### src/rtl/gain_oot_regs_pkg.sv
// gain_oot_regs_pkg
// Shared constants for the gain_oot control-port register block:
//   - register byte offsets inside the 32-byte window
//   - CTRL register bit positions
//   - gain coefficient width and the window address width
package gain_oot_regs_pkg;

    localparam int GAIN_W = 16;
    // Low address bits that select a register inside the block's window.
    localparam int WIN_W  = 5;

    localparam logic [WIN_W-1:0] REG_COMPAT      = 5'h00;
    localparam logic [WIN_W-1:0] REG_GAIN        = 5'h04;
    localparam logic [WIN_W-1:0] REG_SCRATCH     = 5'h08;
    localparam logic [WIN_W-1:0] REG_IN_PKT_CNT  = 5'h0C;
    localparam logic [WIN_W-1:0] REG_OUT_PKT_CNT = 5'h10;
    localparam logic [WIN_W-1:0] REG_CTRL        = 5'h14;

    localparam int CTRL_CLR_CNT  = 0;   // clear both packet counters
    localparam int CTRL_RST_GAIN = 1;   // restore GAIN to its reset value

endpackage

### src/rtl/gain_oot_regs_pkt_event_counter.sv
// pkt_event_counter
// Counts completed packets on an AXI-Stream style tap: one count per cycle
// with tvalid & tready & tlast. Wraps at 2^32. A clear in the same cycle as
// an event wins.
// Ports:
//   clk, rst_n            - clock, asynchronous active-low reset
//   tvalid, tready, tlast - monitored handshake signals
//   clr                   - synchronous clear
//   count                 - current packet count
module pkt_event_counter (
    input  logic        clk,
    input  logic        rst_n,
    input  logic        tvalid,
    input  logic        tready,
    input  logic        tlast,
    input  logic        clr,
    output logic [31:0] count
);

    logic [31:0] count_q;
    logic [31:0] count_d;

    always_comb begin
        count_d = count_q;
        if (clr) begin
            count_d = '0;
        end else if (tvalid && tready && tlast) begin
            count_d = count_q + 32'd1;
        end
    end

    always_ff @(posedge clk or negedge rst_n) begin
        if (!rst_n) begin
            count_q <= '0;
        end else begin
            count_q <= count_d;
        end
    end

    assign count = count_q;

endmodule

### src/rtl/gain_oot_regs.sv
// gain_oot_regs
// CtrlPort responder holding the gain_oot register map: COMPAT, GAIN,
// SCRATCH, input/output packet counters and a write-only CTRL register.
// Every request that decodes into the 32-byte window is acked exactly one
// cycle later; requests outside the window are ignored entirely so another
// responder can share the bus.
// Ports:
//   ctrlport_clk, ctrlport_rst_n - clock, asynchronous active-low reset
//   s_ctrlport_req_*             - request strobes, byte address, write data
//   s_ctrlport_resp_ack/data     - registered response (data 0 when no ack)
//   in_t*/out_t*                 - stream taps for packet counting
//   gain, gain_update            - gain coefficient and its change pulse
module gain_oot_regs
    import gain_oot_regs_pkg::*;
#(
    parameter logic [19:0]       BASE_ADDR  = 20'h00000,
    parameter logic [31:0]       COMPAT_NUM = 32'h0001_0000,
    parameter logic [GAIN_W-1:0] GAIN_RESET = 16'd1
) (
    input  logic              ctrlport_clk,
    input  logic              ctrlport_rst_n,
    input  logic              s_ctrlport_req_wr,
    input  logic              s_ctrlport_req_rd,
    input  logic [19:0]       s_ctrlport_req_addr,
    input  logic [31:0]       s_ctrlport_req_data,
    output logic              s_ctrlport_resp_ack,
    output logic [31:0]       s_ctrlport_resp_data,
    input  logic              in_tvalid,
    input  logic              in_tready,
    input  logic              in_tlast,
    input  logic              out_tvalid,
    input  logic              out_tready,
    input  logic              out_tlast,
    output logic [GAIN_W-1:0] gain,
    output logic              gain_update
);

    logic              resp_ack_q,  resp_ack_d;
    logic [31:0]       resp_data_q, resp_data_d;
    logic [GAIN_W-1:0] gain_q,      gain_d;
    logic              gain_upd_q,  gain_upd_d;
    logic [31:0]       scratch_q,   scratch_d;

    logic              hit;
    logic              wr_en;
    logic              cnt_clr;
    logic [WIN_W-1:0]  offset;
    logic [31:0]       rd_val;
    logic [31:0]       in_cnt;
    logic [31:0]       out_cnt;
    logic [1:0]        unused_addr_lsb;

    assign unused_addr_lsb = s_ctrlport_req_addr[1:0];

    // Byte lanes are not used: the offset is word aligned.
    assign offset = {s_ctrlport_req_addr[WIN_W-1:2], 2'b00};
    assign hit    = (s_ctrlport_req_wr || s_ctrlport_req_rd) &&
                    (s_ctrlport_req_addr[19:WIN_W] == BASE_ADDR[19:WIN_W]);
    // A simultaneous wr+rd is a write; the read path still reports the
    // register contents as they were before this edge.
    assign wr_en  = hit && s_ctrlport_req_wr;

    always_comb begin
        rd_val = '0;
        case (offset)
            REG_COMPAT:      rd_val = COMPAT_NUM;
            REG_GAIN:        rd_val = {{(32-GAIN_W){1'b0}}, gain_q};
            REG_SCRATCH:     rd_val = scratch_q;
            REG_IN_PKT_CNT:  rd_val = in_cnt;
            REG_OUT_PKT_CNT: rd_val = out_cnt;
            default:         rd_val = '0;
        endcase
    end

    always_comb begin
        resp_ack_d  = hit;
        resp_data_d = hit ? rd_val : '0;
        gain_d      = gain_q;
        gain_upd_d  = 1'b0;
        scratch_d   = scratch_q;
        cnt_clr     = 1'b0;
        if (wr_en) begin
            case (offset)
                REG_GAIN: begin
                    gain_d     = s_ctrlport_req_data[GAIN_W-1:0];
                    gain_upd_d = 1'b1;
                end
                REG_SCRATCH: begin
                    scratch_d = s_ctrlport_req_data;
                end
                REG_CTRL: begin
                    cnt_clr = s_ctrlport_req_data[CTRL_CLR_CNT];
                    if (s_ctrlport_req_data[CTRL_RST_GAIN]) begin
                        gain_d     = GAIN_RESET;
                        gain_upd_d = 1'b1;
                    end
                end
                default: begin
                end
            endcase
        end
    end

    always_ff @(posedge ctrlport_clk or negedge ctrlport_rst_n) begin
        if (!ctrlport_rst_n) begin
            resp_ack_q  <= 1'b0;
            resp_data_q <= '0;
            gain_q      <= GAIN_RESET;
            gain_upd_q  <= 1'b0;
            scratch_q   <= '0;
        end else begin
            resp_ack_q  <= resp_ack_d;
            resp_data_q <= resp_data_d;
            gain_q      <= gain_d;
            gain_upd_q  <= gain_upd_d;
            scratch_q   <= scratch_d;
        end
    end

    // The clear is combinational from the request so it lands on the same
    // edge as the write's ack, overriding any increment in that cycle.
    pkt_event_counter u_in_cnt (
        .clk    (ctrlport_clk),
        .rst_n  (ctrlport_rst_n),
        .tvalid (in_tvalid),
        .tready (in_tready),
        .tlast  (in_tlast),
        .clr    (cnt_clr),
        .count  (in_cnt)
    );

    pkt_event_counter u_out_cnt (
        .clk    (ctrlport_clk),
        .rst_n  (ctrlport_rst_n),
        .tvalid (out_tvalid),
        .tready (out_tready),
        .tlast  (out_tlast),
        .clr    (cnt_clr),
        .count  (out_cnt)
    );

    assign s_ctrlport_resp_ack  = resp_ack_q;
    assign s_ctrlport_resp_data = resp_data_q;
    assign gain                 = gain_q;
    assign gain_update          = gain_upd_q;

endmodule
### config.mk
export PLATFORM = sky130hd
export DESIGN_NAME = gain_oot_regs
export DESIGN_NICKNAME = d
export VERILOG_FILES = /design/src/rtl/gain_oot_regs_pkg.sv /design/src/rtl/gain_oot_regs_pkt_event_counter.sv /design/src/rtl/gain_oot_regs.sv
export SDC_FILE = /design/constraint.sdc
export NUM_CORES = 1
export LEC_CHECK = 0
export BUFFER_PORTS_ARGS = -buffer_cell sky130_fd_sc_hd__buf_2
export CAP_MARGIN = 30
export CORE_MARGIN = 5
export CORE_UTILIZATION = 28
export CTS_CLUSTER_DIAMETER = 120
export DETAILED_ROUTE_END_ITERATION = 16
export GPL_ROUTABILITY_DRIVEN = 1
export PLACE_DENSITY = 0.48
export SLEW_MARGIN = 20
export SYNTH_ARGS = -nofsm -noshare
export SYNTH_HDL_FRONTEND = slang
export SYNTH_SLANG_ARGS = --single-unit
### constraint.sdc
create_clock -name ctrlport_clk -period 4.2 [get_ports ctrlport_clk]
set_input_delay 0.21 -clock ctrlport_clk [delete_from_list [all_inputs] [get_ports ctrlport_clk]]
set_output_delay 0.21 -clock ctrlport_clk [all_outputs]
set_load 0.005 [all_outputs]
### Yosys cells after proc, flatten, opt, wreduce, memory -nomap -nowiden

Index checks and enable logic that the tools add are counted.

| cells by class | value |
|---|---|
| muxes and demuxes | 13 |
| eq/ne operators | 6 |
| add/sub/neg operators | 2 |
| reduce and logical (&&, ||, !) cells | 14 |

Operator list:

| cell | count |
|---|---|
| $mux W32 | 5 |
| $pmux W32 S5 | 1 |
| $add A32 B1 Y32 const B | 2 |
| $pmux W16 S2 | 1 |
| $mux W16 | 1 |
| $logic_not A15 Y1 | 1 |
| $eq A3 B2 Y1 const B | 2 |
| $eq A3 B3 Y1 const B | 2 |
| $logic_and A1 B1 Y1 | 6 |
| $reduce_bool A2 Y1 | 3 |
| $logic_not A5 Y1 | 1 |
| $mux W1 | 4 |
| $eq A3 B1 Y1 const B | 1 |
| $reduce_and A3 Y1 | 1 |
| $ne A2 B2 Y1 const B | 1 |
| $pmux W1 S2 | 1 |
| $reduce_and A2 Y1 | 1 |
| $logic_or A1 B1 Y1 | 1 |

| storage, ports and cells | value |
|---|---|
| input port bits | 62 |
| output and inout port bits | 50 |
| word-level logic and storage cells | 42 |
| register bits after elaboration | 146 |

### Depth between registers and ports, before layout

Gate-level depths: netlist of the first run.

| depth | value |
|---|---|
| depth in word-level cells | 5 |
| gate-level depth with buffers | 7 |
| depth with buffers taken out | 6 |

### Modules after synthesis

Synthesis of the first run repeated with hierarchy kept, for this count alone.

| unflattened totals | value |
|---|---|
| cell total of the unflattened synthesis | 703 |
| area, all modules | 7245.7 µm² |

By module, submodules not included:

| module | times used | area each (µm²) | cells each | seq. area each (µm²) |
|---|---|---|---|---|
| gain_oot_regs | 1 | 3789.9 | 343 | 2053.2 |
| pkt_event_counter | 2 | 1727.9 | 180 | 800.8 |

### Worst setup path after synthesis of the first run

OpenSTA, ideal clock, no wires.

| timing path | value |
|---|---|
| path type | register to register |
| from | register u_out_cnt.count_q[16] (netlist: u_out_cnt.count[16]) |
| to | register u_out_cnt.count_q[31] (netlist: u_out_cnt.count[31]) |
| required time | 4123 ps |
| setup slack | 2170 ps |
| stages on the path, launching flop included | 6 |
| arrival time | 1953 ps |
| cells stage by stage | dfrtp_1 nand4_2 or4_1 or2_1 or4_1 a21oi_1 |

| between the ends | value |
|---|---|
| word-level cells in the longest chain between the ends | 3 |

RTL lines:

| element | RTL line | text |
|---|---|---|
| from (decl) | gain_oot_regs_pkt_event_counter.sv:20 | `logic [31:0] count_q;` |
| from (signal assigned) | gain_oot_regs_pkt_event_counter.sv:36 | `count_q <= count_d;` |
| $add A32 B1 Y32 | gain_oot_regs_pkt_event_counter.sv:28 | `count_d = count_q + 32'd1;` |
| $mux W32 | gain_oot_regs_pkt_event_counter.sv:27 | `end else if (tvalid && tready && tlast) begin` |
| $mux W32 | gain_oot_regs_pkt_event_counter.sv:25 | `if (clr) begin` |

Every way passes these cells. The select of a mux whose other input is x is not followed.
A chain may end at the register's enable or synchronous reset.

### Final worst setup path of the first run

| timing path | value |
|---|---|
| from | input s_ctrlport_req_addr[6] |
| to | register scratch_q[3] |

| between the ends | value |
|---|---|
| word-level cells in the longest chain between the ends | 4 |

RTL lines:

| element | RTL line | text |
|---|---|---|
| from (decl) | gain_oot_regs.sv:24 | `input logic [19:0] s_ctrlport_req_addr,` |
| $logic_not A15 Y1 | gain_oot_regs.sv:58 | `(s_ctrlport_req_addr[19:WIN_W] == BASE_ADDR[19:WIN_W]);` |
| $logic_and A1 B1 Y1 | gain_oot_regs.sv:57 | `assign hit = (s_ctrlport_req_wr \|\| s_ctrlport_req_rd) &&` |
| $logic_and A1 B1 Y1 | gain_oot_regs.sv:61 | `assign wr_en = hit && s_ctrlport_req_wr;` |
| $reduce_and A2 Y1 (no line) | - |  |
| to (signal assigned) | gain_oot_regs.sv:116 | `scratch_q <= scratch_d;` |
| to (decl) | gain_oot_regs.sv:42 | `logic [31:0] scratch_q, scratch_d;` |

Every way passes these cells.

==> run summary, run 1 <==
DP HPWL = 14400 um
Fill cell count = 2502
Post-cts resize count = 0
Setup TNS = 0 ns
CP Max Fanout = 20
Final nets = 847
Outcome = finished clean
CTS tree = done
Max VDD drop = 0.000225 V
Finished Layout Cells = 1120
Commonest non-fill, non-tap cell in the layout = dfrtp_1
Fin Hold WS = 0.0180 ns
Die Width = 167 um
Clock Latency Late Sink = 0.42 ns
Peak Freq = 0.443 GHz
Routed Antenna Nets = 0
First-pass GRT wire length = 32100 um
Worst-Margin Slew = 0.936 ns
Crit end category = flop
#FFs+latches synth = 146
Most frequent cells in the layout = dfrtp_1 (145), nor2_1 (113), buf_2 (108), nand2_1 (59)
Mapped Cells = 675
Chip height = 167 um
1st-iter DRT viols = 288
Root buf cell = clkbuf_16
Final hold vios = 0
Core area = 24300 um^2
Post-Syn Area = 6900 um^2
Max_slew headroom = 37.6%
Post-synthesis async set-or-reset flop share = 100%
Area Overhead vs Synth = 23.1%
Reg area = 3650 um^2
EDFF count, synth = 0
Main synth FF type = dfrtp_1
Syn avg cell area = 10.2 um^2
Placed cell count = 1084
Setup violators final = 0
Final Cycle Share = 53.8%
WP data arrival = 2.56 ns
Vias per cell = 4.84
Drt total wl = 19800 um
Worst path required time = 4.50 ns
Initial antenna violation count = 0
Gr usage total = 14.5%
IO Port Bufs = 109
P_leak = 0.00393 uW
Number of diodes = 0
Fin. max-slew vios = 0
Clock slew at reported path FFs = 0.06 ns
YS warnings = 0
Via count = 5419
Max-cap violations = 0
Mapped Nets = 739
Row cnt = 57
Slowest-stage cell, CP = nor3b_4
# clock sinks = 146
Startpoint Class = input pin
Worst-case clock buffer depth = 2
Final Util = 34.9%
Iteration count of the initial detailed-routing pass = 5
P per Cell Area = 386 nW/um^2
Full die area = 27900 um^2
Setup CP Type = in2reg
Global route overflow = 0
DR WL/cell = 17.7 um
Final Skew = 0.00985 ns
CP bufs+invs = 2
Share of cells above drive strength 1 = 24.4%
Area of the multi-input gates = 3090 um^2
Sequential share of the synthesized area = 53.0%
Residual DRC = 0
Initial Util = 28.4%
RSZ-0062 raised after global routing = false
CTS Buf Count = 17
Largest net degree at the start of global routing = 71
CTS HTree Levels = 4
Ports = 112
Critical-path cell list = buf_2 -> or4_1 -> and4b_1 -> nor3b_4 -> buf_12 -> mux2_2
Final min period = 2.26 ns
Post-synth cell types = 47
Number of global-route vias before repair = 5611
GP Congestion = 0.814
Crit-path max cell delay = 0.71 ns
HP Class = in2reg
CP top delay family = simple AND/OR/NAND/NOR gates
area by class of cell:
cell class / instances / area share (%)
tap: 324 / 4.77
sequential: 146 / 43.0
inverter: 8 / 0.354
clock buffer: 21 / 5.42
multi-input combinational: 486 / 36.4
timing repair buffer: 124 / 8.53
clock inverter: 11 / 1.52
synth_stat cells (3+ instances only):
master      n  area share (%)
xor2_1     23             2.9
nor4_1     12             1.1
nand4_1    19             1.7
or3_1       7            0.63
a22oi_1     7            0.76
nor3_1     19             1.4
and3_1      7            0.63
nor2_1    113             6.2
nand3_1    15             1.1
nor2b_1     5            0.45
mux2_2     31             5.1
a21oi_1    25             1.8
mux2i_1    24             3.5
buf_2       3            0.22
and4_1     10             1.3
dfrtp_1   145              53
o22a_1      7            0.89
and2_1      4            0.36
inv_1       8            0.44
clkbuf_1   30             1.6
xnor2_1    31             3.9
nand2_1    59             3.2
a22o_1      9             1.1
or4_1       4            0.44
o21ai_0    21             1.5
a222oi_1    9             1.3
state kept, by name, summed over array words and instances (netlist names):
signal and cells:
gain 16, gain_update 1, s_ctrlport_resp_ack 1, s_ctrlport_resp_data 32, scratch_q 32, u_in_cnt.count 32, u_out_cnt.count 32
logic make-up (layout without fill, tap and decap cells):
group	after synthesis	in the layout	share of synthesized area [%]
buffers and inverters	43	164	2.39
AO/OA/AOI/OAI	84	84	8.16
AND/OR/NAND/NOR	290	290	20.5
multiplexers	56	56	8.71
XOR/XNOR	54	54	6.86
adder cells (fa/ha/maj)	2	2	0.363
flip-flops	146	146	53.0
power breakdown:
part / leakage [uW] / internal (uW) / switching, uW / total (uW)
Sequential: 0.00201 / 1450 / 87.8 / 1540
Combinational: 0.00164 / 99.3 / 126 / 225
Clock: 0.000272 / 909 / 603 / 1510
per-stage QoR:
stage                     cell area [um^2]  total power [uW]  setup slack [ns]
after floorplan                       6900              1660              2.17
after global placement                7830              1790              1.47
after detailed placement              7860              1800              1.47
after CTS                             8470              3330              1.92
after global routing                  8490              3420              1.69
final                                 8490              3280              1.94
timing repair:
item                                   in CTS  in global routing
hold buffers                                2                  1
endpoints found under the hold margin      34                  1
buffers inserted                            0                  0
path summary, 6_finish.rpt:
path	depth (start not counted)	slack [ns]	from	to
worst max-delay path	6	1.94	s_ctrlport_req_addr[6]	scratch_q[3]
worst min-delay path	2	0.02	s_ctrlport_req_data[25]	scratch_q[25]
worst max register to register	6	1.96	u_in_cnt.count[0]	u_in_cnt.count[26]
worst min register to register	1	0.49	scratch_q[2]	scratch_q[2]
max in group asynchronous	4	2.91	ctrlport_rst_n	u_out_cnt.count[6]
min in group asynchronous	2	0.24	ctrlport_rst_n	gain[7]
routing by layer:
| layer | GRT usage [%] | vias up | share of wire, % |
|---|---|---|---|
| met4 | 4.13 | 0 | 1.2 |
| li1 | - | 2604 | - |
| met3 | 2.75 | 18 | 3.5 |
| met2 | 23.4 | 108 | 48 |
| met5 | 0 | - | 0 |
| met1 | 20.0 | 2689 | 47 |
No activity file was read; power rests on OpenSTA's default activity.
==> run 2, diff against run 1 <==
--- a/config.mk
+++ b/config.mk
@@ -5,6 +5,7 @@
 export SDC_FILE = /design/constraint.sdc
 export NUM_CORES = 1
 export LEC_CHECK = 0
+export ABC_AREA = 1
 export BUFFER_PORTS_ARGS = -buffer_cell sky130_fd_sc_hd__buf_2
 export CAP_MARGIN = 30
 export CORE_MARGIN = 5
==> constraint.sdc (replaced) <==
create_clock -name ctrlport_clk -period 2.4 [get_ports ctrlport_clk]
set_input_delay 0.12 -clock ctrlport_clk [delete_from_list [all_inputs] [get_ports ctrlport_clk]]
set_output_delay 0.12 -clock ctrlport_clk [all_outputs]
set_load 0.005 [all_outputs]
==> run 2 against run 1 <==
Sequential power grew 73%. Global-route usage grew 1.5 points. Critical path depth grew 2. Clock skew grew 0.0028 ns. Sequential cell count is the same. Critical path type is now reg2reg.
==> run summary, run 2 <==
Outcome = finished clean
Worst path required time = 2.71 ns (-1.79 ns)
Syn avg cell area = 7.30 um^2 (-29%)
YS warnings = 0 (unchanged)
Final hold vios = 0 (unchanged)
Main synth FF type = dfrtp_1
Global route overflow = 0 (unchanged)
Commonest non-fill, non-tap cell in the layout = nand2_1
CP Max Fanout = 7 (-65%)
Final min period = 1.95 ns
Post-synthesis async set-or-reset flop share = 100% (unchanged)
Core area = 26700 um^2 (+9.9%)
Clock Latency Late Sink = 0.43 ns (about the same)
GP Congestion = 0.893 (+9.6%)
Initial antenna violation count = 0 (unchanged)
Post-Syn Area = 7550 um^2 (+9.4%)
Final Cycle Share = 81.4%
DP HPWL = 17600 um (+22%)
Gr usage total = 16.0% (+1.5 points)
#FFs+latches synth = 146 (unchanged)
RSZ-0062 raised after global routing = false
Fin. max-slew vios = 0 (unchanged)
Post-cts resize count = 0 (unchanged)
Main area contributors after synthesis = dfrtp_1 (48%), nand2_1 (15%), nor2_1 (9.3%), nand3_1 (6.2%), inv_1 (5.4%)
Die Width = 174 um (+4.3%)
Number of global-route vias before repair = 7064 (+26%)
Final Skew = 0.0126 ns (+0.00275 ns)
EDFF count, synth = 0 (unchanged)
Crit end category = flop
Full die area = 30300 um^2 (+8.9%)
CTS tree = done
Initial Util = 28.2% (-0.12 points)
Setup TNS = 0 ns (unchanged)
CTS Buf Count = 17 (unchanged)
# clock sinks = 146 (unchanged)
Setup violators final = 0 (unchanged)
Clock slew at reported path FFs = 0.07 ns (about the same)
Setup CP Type = reg2reg
CTS HTree Levels = 4 (unchanged)
Sequential share of the synthesized area = 48.4% (-4.6 points)
WP data arrival = 2.27 ns (-0.29 ns)
Fill cell count = 2891 (+16%)
Largest net degree at the start of global routing = 66 (-7.0%)
Iteration count of the initial detailed-routing pass = 5 (unchanged)
Startpoint Class = flop
DR WL/cell = 15.6 um (-12%)
Residual DRC = 0 (unchanged)
Final nets = 1245 (+47%)
Max VDD drop = 0.000429 V (+91%)
Most frequent cells in the layout = nand2_1 (293), nor2_1 (186), dfrtp_1 (145), inv_1 (108), buf_2 (108)
Worst-Margin Slew = 0.792 ns (-0.144 ns)
First-pass GRT wire length = 38900 um (+21%)
Commonest cells post-synth = nand2_1 (293), nor2_1 (186), dfrtp_1 (145)
Number of diodes = 0 (unchanged)
P_leak = 0.00507 uW (+29%)
Top-area cell type share of the netlist area = 48.1% (-4.5 points)
Chip height = 174 um (+4.3%)
1st-iter DRT viols = 526 (+83%)
Max_slew headroom = 47.0% (+9.5 points)
Worst-case clock buffer depth = 2 (unchanged)
Final Util = 35.4% (+0.44 points)
Routed Antenna Nets = 0 (unchanged)
Vias per cell = 4.68 (-3.3%)
Post-synth cell types = 27 (-43%)
Cell with the most instances after synthesis = nand2_1
Synth area leader = dfrtp_1
HP Class = in2reg
Drt total wl = 24000 um (+21%)
Mapped Nets = 1098 (+49%)
Via count = 7182 (+33%)
IO Port Bufs = 109 (unchanged)
Ports = 112 (unchanged)
Cts hold-fix bufs = 34 (+32)
Share of cells above drive strength 1 = 14.7% (-9.6 points)
Mapped Cells = 1034 (+53%)
Root buf cell = clkbuf_16
P per Cell Area = 627 nW/um^2 (+62%)
Area Overhead vs Synth = 25.2%
Post-CTS Repair Setup Buffers = 0 (unchanged)
Row cnt = 60 (+5.3%)
Max-cap violations = 0 (unchanged)
Peak Freq = 0.512 GHz
-- run 2: changes by cell type in the layout (fill, tap and decap cells not counted), sizes merged, moves of 12 or more --
cell,previous run,this run
nor4,12,0
mux2,32,0
mux2i,24,0
o22ai,1,23
nand3,15,96
inv,10,121
nor2,113,193
nor3,19,6
dlygate4sd3,3,34
a21oi,25,67
xnor2,31,1
nand2,59,295
-- run 2: final cells by class --
cell class	instances	area (um^2)	share of cell area (%)
sequential	146	3650	38.7
multi-input combinational	742	3300	34.9
timing repair buffer	161	1050	11.1
tap	341	427	4.51
clock buffer	17	425	4.50
inverter	113	424	4.49
clock inverter	15	165	1.75
-- run 2: metrics by stage --
| step | area (um^2) | hold WS (ns) | power [uW] | worst slack, ns | cells |
|---|---|---|---|---|---|
| 2_1_floorplan | 7550 | -0.176 | 2960 | 0.902 | 1034 |
| 3_3_place_gp | 8520 | 0.119 | 3200 | 0.550 | 1469 |
| 3_5_place_dp | 8520 | 0.118 | 3210 | 0.503 | 1469 |
| 4_1_cts | 9450 | 0.0923 | 5990 | 0.484 | 1535 |
| 5_1_grt | 9450 | 0.117 | 6190 | 0.288 | 1535 |
| 6_report | 9450 | 0.111 | 5930 | 0.447 | 1535 |
-- run 2: report_power, final --
part | leakage [uW] | total, uW | switching, uW | internal (uW)
logic | 0.00292 | 548 | 335 | 213
clock network | 0.000285 | 2720 | 1240 | 1480
registers | 0.00186 | 2660 | 110 | 2550
total | 0.00507 | 5930 | 1690 | 4240
-- run 2: path summary, 6_finish.rpt --
check / startpoint / to / slack (ns) / cells past startpoint
setup / recovery: u_in_cnt.count[1] / u_in_cnt.count[26] / 0.45 / 8
hold / removal: s_ctrlport_req_rd / gain[0] / 0.11 / 5
setup reg to reg: u_in_cnt.count[1] / u_in_cnt.count[26] / 0.45 / 8
hold reg to reg: scratch_q[12] / scratch_q[12] / 0.47 / 2
max in group asynchronous: ctrlport_rst_n / u_out_cnt.count[6] / 1.36 / 3
min in group asynchronous: ctrlport_rst_n / s_ctrlport_resp_data[27] / 0.25 / 2
-- run 2: logic make-up after synthesis --
kind of cell / count (synthesis) / share of synthesized area (%)
xor+xnor: 15 / 1.74
compound gates: 108 / 7.58
simple gates: 617 / 34.1
fa+ha+maj: 2 / 0.332
buf+inv: 146 / 7.87
flops: 146 / 48.4
-- run 2: critical path, cell delays in order (launching register included) --
cell	delay, ns
dfrtp_1	0.42
ha_1	0.22
nand3_1	0.10
nor2_2	0.23
nand3_1	0.28
nor2_2	0.34
nand3_1	0.11
nand2_1	0.09
nor2_1	0.05
-- run 2: layer usage --
layer | wire (um) | up-vias | track usage, %
li1 | - | 3581 | -
met1 | 11400 | 3385 | 22.3
met2 | 10900 | 183 | 25.1
met3 | 1060 | 33 | 2.96
met4 | 561 | 0 | 5.44
met5 | 0 | - | 0
